==> src/rtl/vec_pkg.sv <==
// Shared widths, row type and writer FSM state encoding for the vector datapath.
`timescale 1ns/1ps
package vec_pkg;
    localparam int ELEM_WIDTH = 32;
    localparam int VEC_COUNT  = 4;
    localparam int VLEN       = ELEM_WIDTH * VEC_COUNT;

    typedef logic [VLEN-1:0] vec_row_t;

    typedef enum logic [1:0] {
        IDLE  = 2'd0,
        WRITE = 2'd1,
        DONE  = 2'd2
    } wr_state_e;
endpackage

==> src/rtl/vec_result_writer.sv <==
// Captures one VALU result and streams its rows into the result RAM, one per accepted beat.
// Optional XOR checksum output is enabled by defining VEC_RESULT_WRITER_CHECKSUM_EN.
`timescale 1ns/1ps
module vec_result_writer #(
    parameter int ELEM_WIDTH = vec_pkg::ELEM_WIDTH,
    parameter int VEC_COUNT  = vec_pkg::VEC_COUNT,
    parameter int VLEN       = ELEM_WIDTH * VEC_COUNT,
    parameter int ADDR_W     = 5
) (
    input  logic              clk,
    input  logic              reset_n,
    input  logic              res_valid,
    output logic              res_ready,
    input  logic [VLEN-1:0]   result [VEC_COUNT],
    input  logic [ADDR_W-1:0] base_addr,
    output logic              wr_en,
    output logic [ADDR_W-1:0] wr_addr,
    output logic [VLEN-1:0]   wr_data,
    input  logic              wr_ready,
    output logic              busy,
    output logic              done
`ifdef VEC_RESULT_WRITER_CHECKSUM_EN
    ,
    output logic [VLEN-1:0]   checksum
`endif
);
    import vec_pkg::*;

    localparam int ROW_W = $clog2(VEC_COUNT + 1);
    localparam int IDX_W = (VEC_COUNT > 1) ? $clog2(VEC_COUNT) : 1;
    localparam logic [ROW_W-1:0] LAST_ROW = ROW_W'(VEC_COUNT - 1);

    wr_state_e         state;
    wr_state_e         state_nxt;
    logic [VLEN-1:0]   row_buf [VEC_COUNT];
    logic [ADDR_W-1:0] base_q;
    logic [ROW_W-1:0]  row;
    logic [ROW_W-1:0]  row_nxt;

    logic              capture;
    logic              accept;
    logic              last_beat;

    logic              res_ready_nxt;
    logic              wr_en_nxt;
    logic [ADDR_W-1:0] wr_addr_nxt;
    logic [VLEN-1:0]   wr_data_nxt;
    logic              busy_nxt;
    logic              done_nxt;

    assign capture   = (state == IDLE) && res_valid;
    assign accept    = (state == WRITE) && wr_en && wr_ready;
    assign last_beat = accept && (row == LAST_ROW);

    always_ff @(posedge clk or negedge reset_n) begin
        if (!reset_n) begin
            state <= IDLE;
        end else begin
            state <= state_nxt;
        end
    end

    always_comb begin
        state_nxt = state;
        case (state)
            IDLE:    if (res_valid) state_nxt = WRITE;
            WRITE:   if (last_beat) state_nxt = DONE;
            DONE:    state_nxt = IDLE;
            default: state_nxt = IDLE;
        endcase
    end

    // Next values of the registered outputs; the first beat comes straight from the
    // input rows because the buffer is only loaded on the same edge.
    always_comb begin
        row_nxt       = row;
        res_ready_nxt = res_ready;
        wr_en_nxt     = wr_en;
        wr_addr_nxt   = wr_addr;
        wr_data_nxt   = wr_data;
        busy_nxt      = busy;
        done_nxt      = 1'b0;
        case (state)
            IDLE: begin
                if (res_valid) begin
                    res_ready_nxt = 1'b0;
                    wr_en_nxt     = 1'b1;
                    busy_nxt      = 1'b1;
                    row_nxt       = '0;
                    wr_addr_nxt   = base_addr;
                    wr_data_nxt   = result[0];
                end
            end
            WRITE: begin
                if (last_beat) begin
                    wr_en_nxt = 1'b0;
                    done_nxt  = 1'b1;
                end else if (accept) begin
                    row_nxt     = row + ROW_W'(1);
                    wr_addr_nxt = base_q + ADDR_W'(row_nxt);
                    wr_data_nxt = row_buf[IDX_W'(row_nxt)];
                end
            end
            DONE: begin
                res_ready_nxt = 1'b1;
                busy_nxt      = 1'b0;
            end
            default: begin
                res_ready_nxt = 1'b1;
                wr_en_nxt     = 1'b0;
                busy_nxt      = 1'b0;
            end
        endcase
    end

    always_ff @(posedge clk or negedge reset_n) begin
        if (!reset_n) begin
            row       <= '0;
            base_q    <= '0;
            res_ready <= 1'b1;
            wr_en     <= 1'b0;
            wr_addr   <= '0;
            wr_data   <= '0;
            busy      <= 1'b0;
            done      <= 1'b0;
            for (int i = 0; i < VEC_COUNT; i++) begin
                row_buf[i] <= '0;
            end
        end else begin
            row       <= row_nxt;
            res_ready <= res_ready_nxt;
            wr_en     <= wr_en_nxt;
            wr_addr   <= wr_addr_nxt;
            wr_data   <= wr_data_nxt;
            busy      <= busy_nxt;
            done      <= done_nxt;
            if (capture) begin
                base_q <= base_addr;
                for (int i = 0; i < VEC_COUNT; i++) begin
                    row_buf[i] <= result[i];
                end
            end
        end
    end

`ifdef VEC_RESULT_WRITER_CHECKSUM_EN
    // Held after the last beat so it reads stable from the done cycle until the next capture.
    always_ff @(posedge clk or negedge reset_n) begin
        if (!reset_n) begin
            checksum <= '0;
        end else if (capture) begin
            checksum <= '0;
        end else if (accept) begin
            checksum <= checksum ^ wr_data;
        end
    end
`else
    // No checksum accumulator in this build.
`endif

endmodule

==> config.mk <==
export PLATFORM = sky130hd
export DESIGN_NAME = vec_result_writer
export DESIGN_NICKNAME = d
export VERILOG_FILES = /design/src/rtl/vec_pkg.sv /design/src/rtl/vec_result_writer.sv
export SDC_FILE = /design/constraint.sdc
export NUM_CORES = 1
export LEC_CHECK = 0
export CORE_ASPECT_RATIO = 0.8
export CORE_MARGIN = 4
export CORE_UTILIZATION = 50
export DETAILED_ROUTE_END_ITERATION = 16
export PLACE_DENSITY = 0.8
export SYNTH_ARGS = -nofsm -noshare
export SYNTH_HDL_FRONTEND = slang
export SYNTH_SLANG_ARGS = --single-unit
==> constraint.sdc <==
create_clock -name clk -period 5.5 [get_ports clk]
set_clock_uncertainty 0.05 [all_clocks]
set_input_delay 0.825 -clock clk [delete_from_list [all_inputs] [get_ports clk]]
set_output_delay 0.825 -clock clk [all_outputs]
set_load 0.005 [all_outputs]
==> results.py, run 1 <==
metrics = {
    "synthesis": {
        "yosys_register_bits": 659,
        "synth_ff_type": "dfrtp_1",
        "ys_async_sr_fraction_pct": 100,
        "synth_fp_nets": 2552,
        "seq_area_frac_synth_pct": 57.5,
        "synth_top_family_by_area": "multiplexers",
        "synth_edf_count": 0,
        "synth_compound_area_share_pct": 4.85,
        "yosysTopAreaCellShare_pct": 57.4,
        "synthesis.area_um2": 28700,
        "synthMuxAreaShare_pct": 30.3,
        "syn_inst": 2024,
        "synth_cell_type_count": 30,
        "yosys.area_share.simple_pct": 3.82,
        "synthAdderAreaFrac_pct": 0.332,
        "synth_xor_area_share_pct": 0.0916,
        "synth_area_leaders": "dfrtp_1 (57%), mux2_2 (18%), mux4_2 (10%)",
        "synth_top_area_cell": "dfrtp_1",
        "yosys_warnings": 0,
        "syn_avg_cell_area_um2": 14.2,
    },
    "cts": {
        "clock_latency_ps": 590,
        "holdBufCountCts": 0,
        "post_cts_buffers": 0,
        "cts_buffers": 67,
        "cts_resized": 0,
        "cts_tree": "built",
        "clockRootBuffer": "clkbuf_16",
        "clkSinkCount": 659,
        "cts_buffer_depth": 3,
        "cts.clk_slew.worst_paths_ps": 60,
        "htree_levels": 3,
    },
    "final_layout": {
        "drive_above_1_share_pct": 27.4,
        "area_growth_pct": 32.9,
        "layout_commonest_cell": "dfrtp_1",
        "final_cell_mix": "dfrtp_1 (657), clkdlybuf4s50_1 (656), mux2_2 (463)",
        "nNetsFinal": 3159,
        "nFillCells": 3974,
        "post-route-cell-area_um2": 38100,
        "final_util_pct": 67.2,
        "register_area_um2": 16500,
        "multi_input_area_um2": 11400,
    },
    "worst_setup_path": {
        "worstReg2RegEnd": "wr_data[20]",
        "cp.depth": 7,
        "cp_slowest_cell": "dfrtp_4",
        "worstSetupPathType": "flip-flop to flip-flop",
        "crit_path_start": "row[0]",
        "crit_top_cell": "a21oi_1",
        "worstPathArrival_ps": 3720,
        "setup.worst_path.end": "wr_data[20]",
        "cp-end-kind": "flip-flop",
        "crit_chain": "ha_4 > ha_1 > nand4b_1 > a21o_4 > buf_4 > a21oi_1 > a21oi_1",
        "critical_path.max_fanout": 60,
        "rrSetupSlack_ps": 2230,
        "required_ps": 5950,
        "r2r-start": "row[0]",
        "cp.buffers_inverters": 1,
        "crit_family": "compound AO/OA/AOI/OAI gates",
        "start_kind": "flip-flop",
        "slowest_delay_ps": 770,
        "reg2reg_depth": 7,
    },
    "sta": {
        "rsz0062_at_grt": "no",
        "tns_ps": 0,
        "period_needed_ps": 3270,
        "fmax_mhz": 306,
        "setup_viol_count_final": 0,
        "slew_headroom_pct": 29.5,
        "worst_pin_slew_ps": 1060,
        "final.period_utilization_pct": 59.4,
        "hold_viol": 0,
        "drv_slew": 0,
    },
    "die": {
        "die_w_um": 276,
        "rows": 78,
        "die_area_um2": 61300,
        "coreArea_um2": 56700,
        "start_util_pct": 50.6,
        "die_y_um": 222,
        "num_io_pins": 658,
    },
    "status": {
        "status": "finished clean",
    },
    "pwr": {
        "p_seq_share_pct": 38.0,
        "p_int_uw": 15700,
        "peakVddDrop_mv": 0.412,
        "p_leak_uw": 0.0155,
        "power.switching_uw": 7630,
        "p_comb_share_pct": 41.4,
        "power_frac_clock_pct": 20.6,
        "p_per_area_nw_per_um2": 612,
        "p_sw_share_pct": 32.7,
        "total_power_uw": 23300,
    },
    "global_route": {
        "grt_pass1_vias": 21100,
        "grt_usage_pct": 26.8,
        "grt_overflow": 0,
        "antenna_found_initial": 37,
        "grt_pass1_wl_um": 127000,
        "grt_max_degree": 147,
    },
    "job": {
        "drv_cap": 0,
    },
    "worst_hold_path": {
        "hp-class": "input port to async pin",
    },
    "detailed_routing": {
        "drc": 0,
        "antenna_left": 0,
        "drt-wirelength-per-cell_um": 24.1,
        "drt-initial-drc-count": 1438,
        "vias_per_cell": 5.72,
        "vias": 19800,
        "routed_wirelength_um": 83500,
        "first_pass_iters": 5,
    },
    "placed_design": {
        "dp_hpwl_um": 56600,
        "port_buffers": 657,
        "place_area_um2": 35700,
        "place.gp.congestion": 0.881,
    },
}
cell families after synthesis:
group	count (synthesis)
flops	659
xor+xnor	3
buf+inv	151
compound gates	275
simple gates	284
mux	645
fa+ha+maj	7
how the worst min path moves through the flow:
stage                start           end  slack, ps  cells after the start
6_report           reset_n  row_buf[252]        210                      1
5_1_grt            reset_n  row_buf[252]        260                      1
4_1_cts            reset_n  row_buf[380]        250                      1
3_5_place_dp   row_buf[38]   row_buf[38]        420                      1
3_3_place_gp   row_buf[46]   row_buf[46]        410                      1
2_1_floorplan  row_buf[23]   row_buf[23]        400                      1
routing by layer:
metal  routed length [um]  vias to the layer above  share of wire, %  global-route usage [%]
li1                     -                     8537                 -                       -
met3                 6910                      205               8.3                    7.95
met4                 3550                       28               4.3                    11.6
met5                  179                        -              0.21                       0
met1                32100                    10300                38                    33.8
met2                40800                      764                49                    43.4
power groups by stage:
stage          Combinational [uW]  Sequential [uW]  Clock, uW
2_1_floorplan                6740             8350          0
3_3_place_gp                 9350             8730          0
3_5_place_dp                 9670             8890          0
4_1_cts                      9730             8840       4900
5_1_grt                     10500             9120       5110
6_report                     9650             8870       4820
registers in the layout (all words and copies together) (netlist names):
name and flops:
busy 1, row_buf 512, done 1, state 2, base_q 5, row 3
wr_addr 5, wr_en 1, res_ready 1, wr_data 128
cell usage after synthesis (2+ instances only):
cell,count
dfrtp_1,658
mux2_2,463
a21oi_1,262
nand2_1,139
nor2_1,135
mux4_2,128
buf_2,61
buf_4,61
mux2_1,54
clkbuf_1,20
ha_1,6
inv_1,5
nand3_1,4
o21ai_0,4
buf_1,3
xnor2_1,3
a22oi_1,2
a31oi_1,2
nor2b_1,2
o21ai_1,2
metrics by stage:
stage                     instances  hold slack (ps)  worst slack (ps)
after floorplan                2024              402              3420
after global placement         3322              411              2250
after detailed placement       3322              419              2170
after CTS                      3444              249              2210
after global routing           3462              265              2050
final                          3467              213              2230
cell type report:
type	count	share of cell area (%)
repair buffers	684	18.1
clock buffers	95	5.10
inverters	5	0.0492
well taps	760	2.50
flip-flops and latches	659	43.3
clock inverters	27	1.02
diodes	23	0.151
multi-input cells	1214	29.8
(Power assumes the default switching activity.)
==> inputs of run 2 (changes only) <==
==> constraint.sdc (replaced) <==
create_clock -name clk -period 3.4 [get_ports clk]
set_clock_uncertainty 0.05 [all_clocks]
set_input_delay 0.51 -clock clk [delete_from_list [all_inputs] [get_ports clk]]
set_output_delay 0.51 -clock clk [all_outputs]
set_load 0.005 [all_outputs]
==> run 2 against run 1 <==
Flip-flop and latch count unchanged. Utilization increased by 0.49 points. Largest cell class unchanged. Non-clock buffer count increased by 15. Critical path depth unchanged. Hold slack improved by 210 ps. Final cell count increased by 0.58%. Routed wire length increased by 1.2%. Cell area increased by 0.72%. First-iteration DRC count increased by 1.6%. Total power increased by 63%.
==> results.py, run 2 (synthesis gave the netlist of run 1 again) <==
metrics = {
    "worst_setup_path": {
        "critical_path.max_fanout": 61,
        "crit_path_start": "row[0]",
        "r2r-start": "row[0]",
        "start_kind": "flip-flop",
        "reg2reg_depth": 7,
        "cp-end-kind": "flip-flop",
        "rrSetupSlack_ps": 740,
        "worstPathArrival_ps": 3070,
        "required_ps": 3810,
        "worstSetupPathType": "flip-flop to flip-flop",
    },
    "final_layout": {
        "drive_above_1_share_pct": 27.9,
        "area_growth_pct": 33.8,
        "reg_top3": "row_buf: 512 flops, wr_data: 128 flops",
        "register_area_um2": 16500,
        "nNetsFinal": 3174,
        "largest_reg_flops": 512,
        "layout_commonest_cell": "dfrtp_1",
        "final_cell_mix": "dfrtp_1 (657), clkdlybuf4s50_1 (656), mux2_2 (463)",
        "multi_input_area_um2": 11400,
        "nFillCells": 3787,
        "largest_register": "row_buf",
        "post-route-cell-area_um2": 38400,
    },
    "die": {
        "num_io_pins": 658,
        "rows": 78,
        "start_util_pct": 50.6,
        "die_w_um": 276,
        "die_y_um": 222,
        "die_area_um2": 61300,
        "coreArea_um2": 56700,
    },
    "cts": {
        "clockRootBuffer": "clkbuf_16",
        "htree_levels": 3,
        "cts_buffers": 67,
        "cts_buffer_depth": 3,
        "clock_latency_ps": 610,
        "post_cts_buffers": 0,
        "clkSinkCount": 659,
        "cts_tree": "built",
        "cts.clk_slew.worst_paths_ps": 60,
    },
    "sta": {
        "worst_pin_slew_ps": 826,
        "whs_ps": 418,
        "slew_headroom_pct": 45.0,
        "tns_ps": 0,
        "final.period_utilization_pct": 78.1,
        "period_needed_ps": 2660,
        "setup_viol_count_final": 0,
        "fmax_mhz": 376,
        "drv_slew": 0,
        "rsz0062_at_grt": "no",
        "hold_viol": 0,
    },
    "detailed_routing": {
        "drc": 0,
        "first_pass_iters": 5,
        "vias_per_cell": 5.72,
        "drt-wirelength-per-cell_um": 24.2,
        "drt-initial-drc-count": 1461,
        "antenna_left": 0,
        "routed_wirelength_um": 84500,
        "vias": 20000,
    },
    "global_route": {
        "grt_use_met2_pct": 45.3,
        "antenna_found_initial": 44,
        "grt_overflow": 0,
        "met1_usage_pct": 33.9,
        "grt_max_degree": 133,
        "top_usage_layer": "met2",
        "use_met3_pct": 7.36,
        "grt_usage_pct": 27.3,
        "grt_pass1_vias": 21500,
        "grt_pass1_wl_um": 129000,
    },
    "worst_hold_path": {
        "hp-class": "input port to async pin",
    },
    "placed_design": {
        "port_buffers": 657,
        "place.gp.congestion": 0.872,
        "place_area_um2": 36000,
        "dp_hpwl_um": 57700,
    },
    "pwr": {
        "p_leak_uw": 0.0157,
        "peakVddDrop_mv": 0.770,
        "p_per_area_nw_per_um2": 991,
        "total_power_uw": 38000,
    },
    "status": {
        "status": "finished clean",
    },
    "job": {
        "drv_cap": 0,
    },
}
[run 2: cell type report]
class | count | share of cell area (%)
tap | 760 | 2.48
clock inverter | 29 | 0.968
inverter | 5 | 0.0489
multi-input combinational | 1214 | 29.6
antenna | 30 | 0.196
clock buffer | 91 | 5.06
sequential | 659 | 43.0
timing repair buffer | 699 | 18.7
[run 2: worst max-delay path, stage by stage, from the launching register on]
cell      delay [ps]
dfrtp_4          500
ha_4             170
ha_1             220
nand4b_1         300
a21o_4           500
buf_12           300
a22oi_1          240
o21ai_0          110
[run 2: routing by layer]
metal | vias up | routed length, um
li1 | 8568 | -
met1 | 10300 | 31700
met2 | 831 | 42100
met5 | - | 193
met4 | 28 | 3780
met3 | 219 | 6790
[run 2: final timing paths]
check	to
min in group clk	row_buf[59]
max in group asynchronous	row_buf[159]
min reg2reg	row_buf[59]
max	wr_addr[4]
min	row_buf[380]
max reg2reg	wr_addr[4]
[run 2: power breakdown]
| group | internal, uW | switching (uW) |
|---|---|---|
| Combinational | 9010 | 7000 |
| Sequential | 12000 | 2350 |
| Clock | 4560 | 3140 |
[run 2: what timing repair did]
action / CTS / global route
endpoints found under the hold margin: 49 / 0
gates resized for setup: 0 / 0
hold buffers: 1 / 0
[run 2: through the flow]
step / setup slack (ps) / cells / utilization [%]
after CTS: 827 / 3457 / 67.6
after floorplan: 1320 / 2024 / -
final: 743 / 3487 / 67.7
after global placement: 801 / 3336 / 63.5
after detailed placement: 742 / 3336 / 63.5
after global routing: 667 / 3482 / 67.7
==> inputs of run 3 (changes only) <==
==> constraint.sdc (replaced) <==
create_clock -name clk -period 2.7 [get_ports clk]
set_clock_uncertainty 0.05 [all_clocks]
set_input_delay 0.405 -clock clk [delete_from_list [all_inputs] [get_ports clk]]
set_output_delay 0.405 -clock clk [all_outputs]
set_load 0.005 [all_outputs]
==> run 3 against run 2 <==
Sequential share of layout area shrank 0.11 points. Utilization increased by 0.18 points. Sequential power is 26% higher. Combinational power is 28% higher. Critical path type unchanged. Largest cell class unchanged. Highest routed layer unchanged.
==> results.py, run 3 (synthesis gave the netlist of run 1 again) <==
metrics = {
    "sta": {
        "fmax_mhz": 403,
        "tns_ps": 0,
        "slew_headroom_pct": 30.5,
        "whs_ps": 269,
        "drv_slew": 0,
        "rsz0062_at_grt": "no",
        "final.period_utilization_pct": 91.9,
        "hold_viol": 0,
        "worst_pin_slew_ps": 1040,
        "period_needed_ps": 2480,
        "fin_ws_ps": 218,
        "setup_viol_count_final": 0,
    },
    "pwr": {
        "p_seq_share_pct": 37.8,
        "p_sw_share_pct": 32.9,
        "p_int_uw": 31900,
        "total_power_uw": 47500,
        "power_frac_clock_pct": 19.3,
        "power.switching_uw": 15700,
        "p_comb_share_pct": 42.9,
        "peakVddDrop_mv": 0.925,
        "p_leak_uw": 0.0157,
        "p_per_area_nw_per_um2": 1240,
    },
    "detailed_routing": {
        "topRoutingLayerUsed": "met5",
        "wl_met3_um": 7330,
        "vias": 20100,
        "routed_wirelength_um": 84900,
        "drt-met1-wl_um": 31900,
        "vias_per_cell": 5.74,
        "antenna_left": 0,
        "drt-wirelength-per-cell_um": 24.3,
        "drc": 0,
        "first_pass_iters": 6,
        "wl_met2_um": 41500,
        "drt-initial-drc-count": 1586,
    },
    "placed_design": {
        "place_area_um2": 36200,
        "port_buffers": 657,
        "dp_worst_setup_slack_ps": 207,
        "place.gp.congestion": 0.884,
        "dp_hpwl_um": 58700,
    },
    "die": {
        "start_util_pct": 50.6,
        "die_w_um": 276,
        "coreArea_um2": 56700,
        "die_area_um2": 61300,
        "die_y_um": 222,
        "num_io_pins": 658,
        "rows": 78,
    },
    "global_route": {
        "antenna_found_initial": 39,
        "grt_overflow": 0,
        "grt_pass1_wl_um": 128000,
        "grt_max_degree": 123,
        "grt_pass1_vias": 21500,
        "grt_usage_pct": 27.4,
    },
    "job": {
        "drv_cap": 0,
    },
    "cts": {
        "clkSinkCount": 659,
        "cts_buffer_depth": 3,
        "clockRootBuffer": "clkbuf_16",
        "cts_tree": "built",
        "cts_buffers": 66,
        "post_cts_buffers": 0,
        "cts.clk_slew.worst_paths_ps": 60,
        "clock_latency_ps": 600,
        "htree_levels": 3,
        "cts_resized": 0,
    },
    "final_layout": {
        "final_cell_mix": "dfrtp_1 (657), clkdlybuf4s50_1 (656), mux2_2 (463)",
        "largest_register": "row_buf",
        "area_growth_pct": 34.2,
        "reg_top3": "row_buf: 512 flops, wr_data: 128 flops",
        "post-route-cell-area_um2": 38500,
        "layout_commonest_cell": "dfrtp_1",
        "drive_above_1_share_pct": 28.2,
        "nNetsFinal": 3192,
        "largest_reg_flops": 512,
    },
    "status": {
        "status": "finished clean",
    },
    "worst_setup_path": {
        "start_kind": "flip-flop",
        "critical_path.max_fanout": 62,
        "required_ps": 3130,
        "cp-end-kind": "flip-flop",
        "worstSetupPathType": "flip-flop to flip-flop",
        "worstPathArrival_ps": 2910,
    },
    "worst_hold_path": {
        "hp-class": "input port to async pin",
    },
}
run 3: cell count changes in the layout (fill, tap and decap cells not counted), sizes merged:
cell | previous run | this run
buf | 42 | 61
bufinv | 7 | 3
diode | 30 | 27
clkinv | 17 | 12
inv | 7 | 8
run 3: worst paths after layout:
| check | depth (start not counted) | slack (ps) | to | start |
|---|---|---|---|---|
| hold reg to reg | 1 | 430 | row_buf[62] | row_buf[62] |
| setup reg to reg | 7 | 220 | wr_data[117] | row[0] |
| setup / recovery | 7 | 220 | wr_data[117] | row[0] |
| hold / removal | 2 | 270 | row_buf[124] | reset_n |
| max in group asynchronous | 3 | 1290 | wr_data[45] | reset_n |
| min in group clk | 2 | 350 | row_buf[36] | result[36] |
run 3: worst max-delay path, stage by stage, from the launching register on:
cell	delay, ps
dfrtp_4	520
ha_4	170
ha_1	220
nand4b_1	310
a21o_4	440
buf_12	240
a21oi_1	220
a21oi_1	90
run 3: per-layer routing:
metal | global-route usage (%) | vias to the layer above
met2 | 44.3 | 877
met1 | 34.3 | 10300
li1 | - | 8604
met5 | 0 | -
met3 | 7.55 | 225
met4 | 13.3 | 28
run 3: repair_timing:
item	4_1_cts	5_1_grt
endpoints found under the setup margin	0	0
hold buffers	1	0
endpoints found under the hold margin	28	0
run 3: area by class of cell:
class / instances / area (um^2)
Timing Repair Buffer: 718 / 7430
Clock inverter: 21 / 236
Clock buffer: 91 / 1930
Fill cell: 3840 / 18200
Inverter: 5 / 18.8
Sequential cell: 659 / 16500
Multi-Input combinational cell: 1214 / 11400
Tap cell: 760 / 951
Antenna cell: 27 / 67.6
run 3: stage by stage:
step	cells	util (%)
6_report	3495	67.9
5_1_grt	3487	67.8
4_1_cts	3468	67.8
3_5_place_dp	3355	63.9
3_3_place_gp	3355	63.9
2_1_floorplan	2024	-
run 3: power by group through the flow:
stage | Clock [uW] | Sequential [uW] | Combinational [uW]
6_report | 9180 | 18000 | 20400
5_1_grt | 9750 | 18400 | 22100
4_1_cts | 9340 | 17900 | 20500
3_5_place_dp | 0 | 18000 | 20400
3_3_place_gp | 0 | 17700 | 19700
2_1_floorplan | 0 | 17000 | 13700
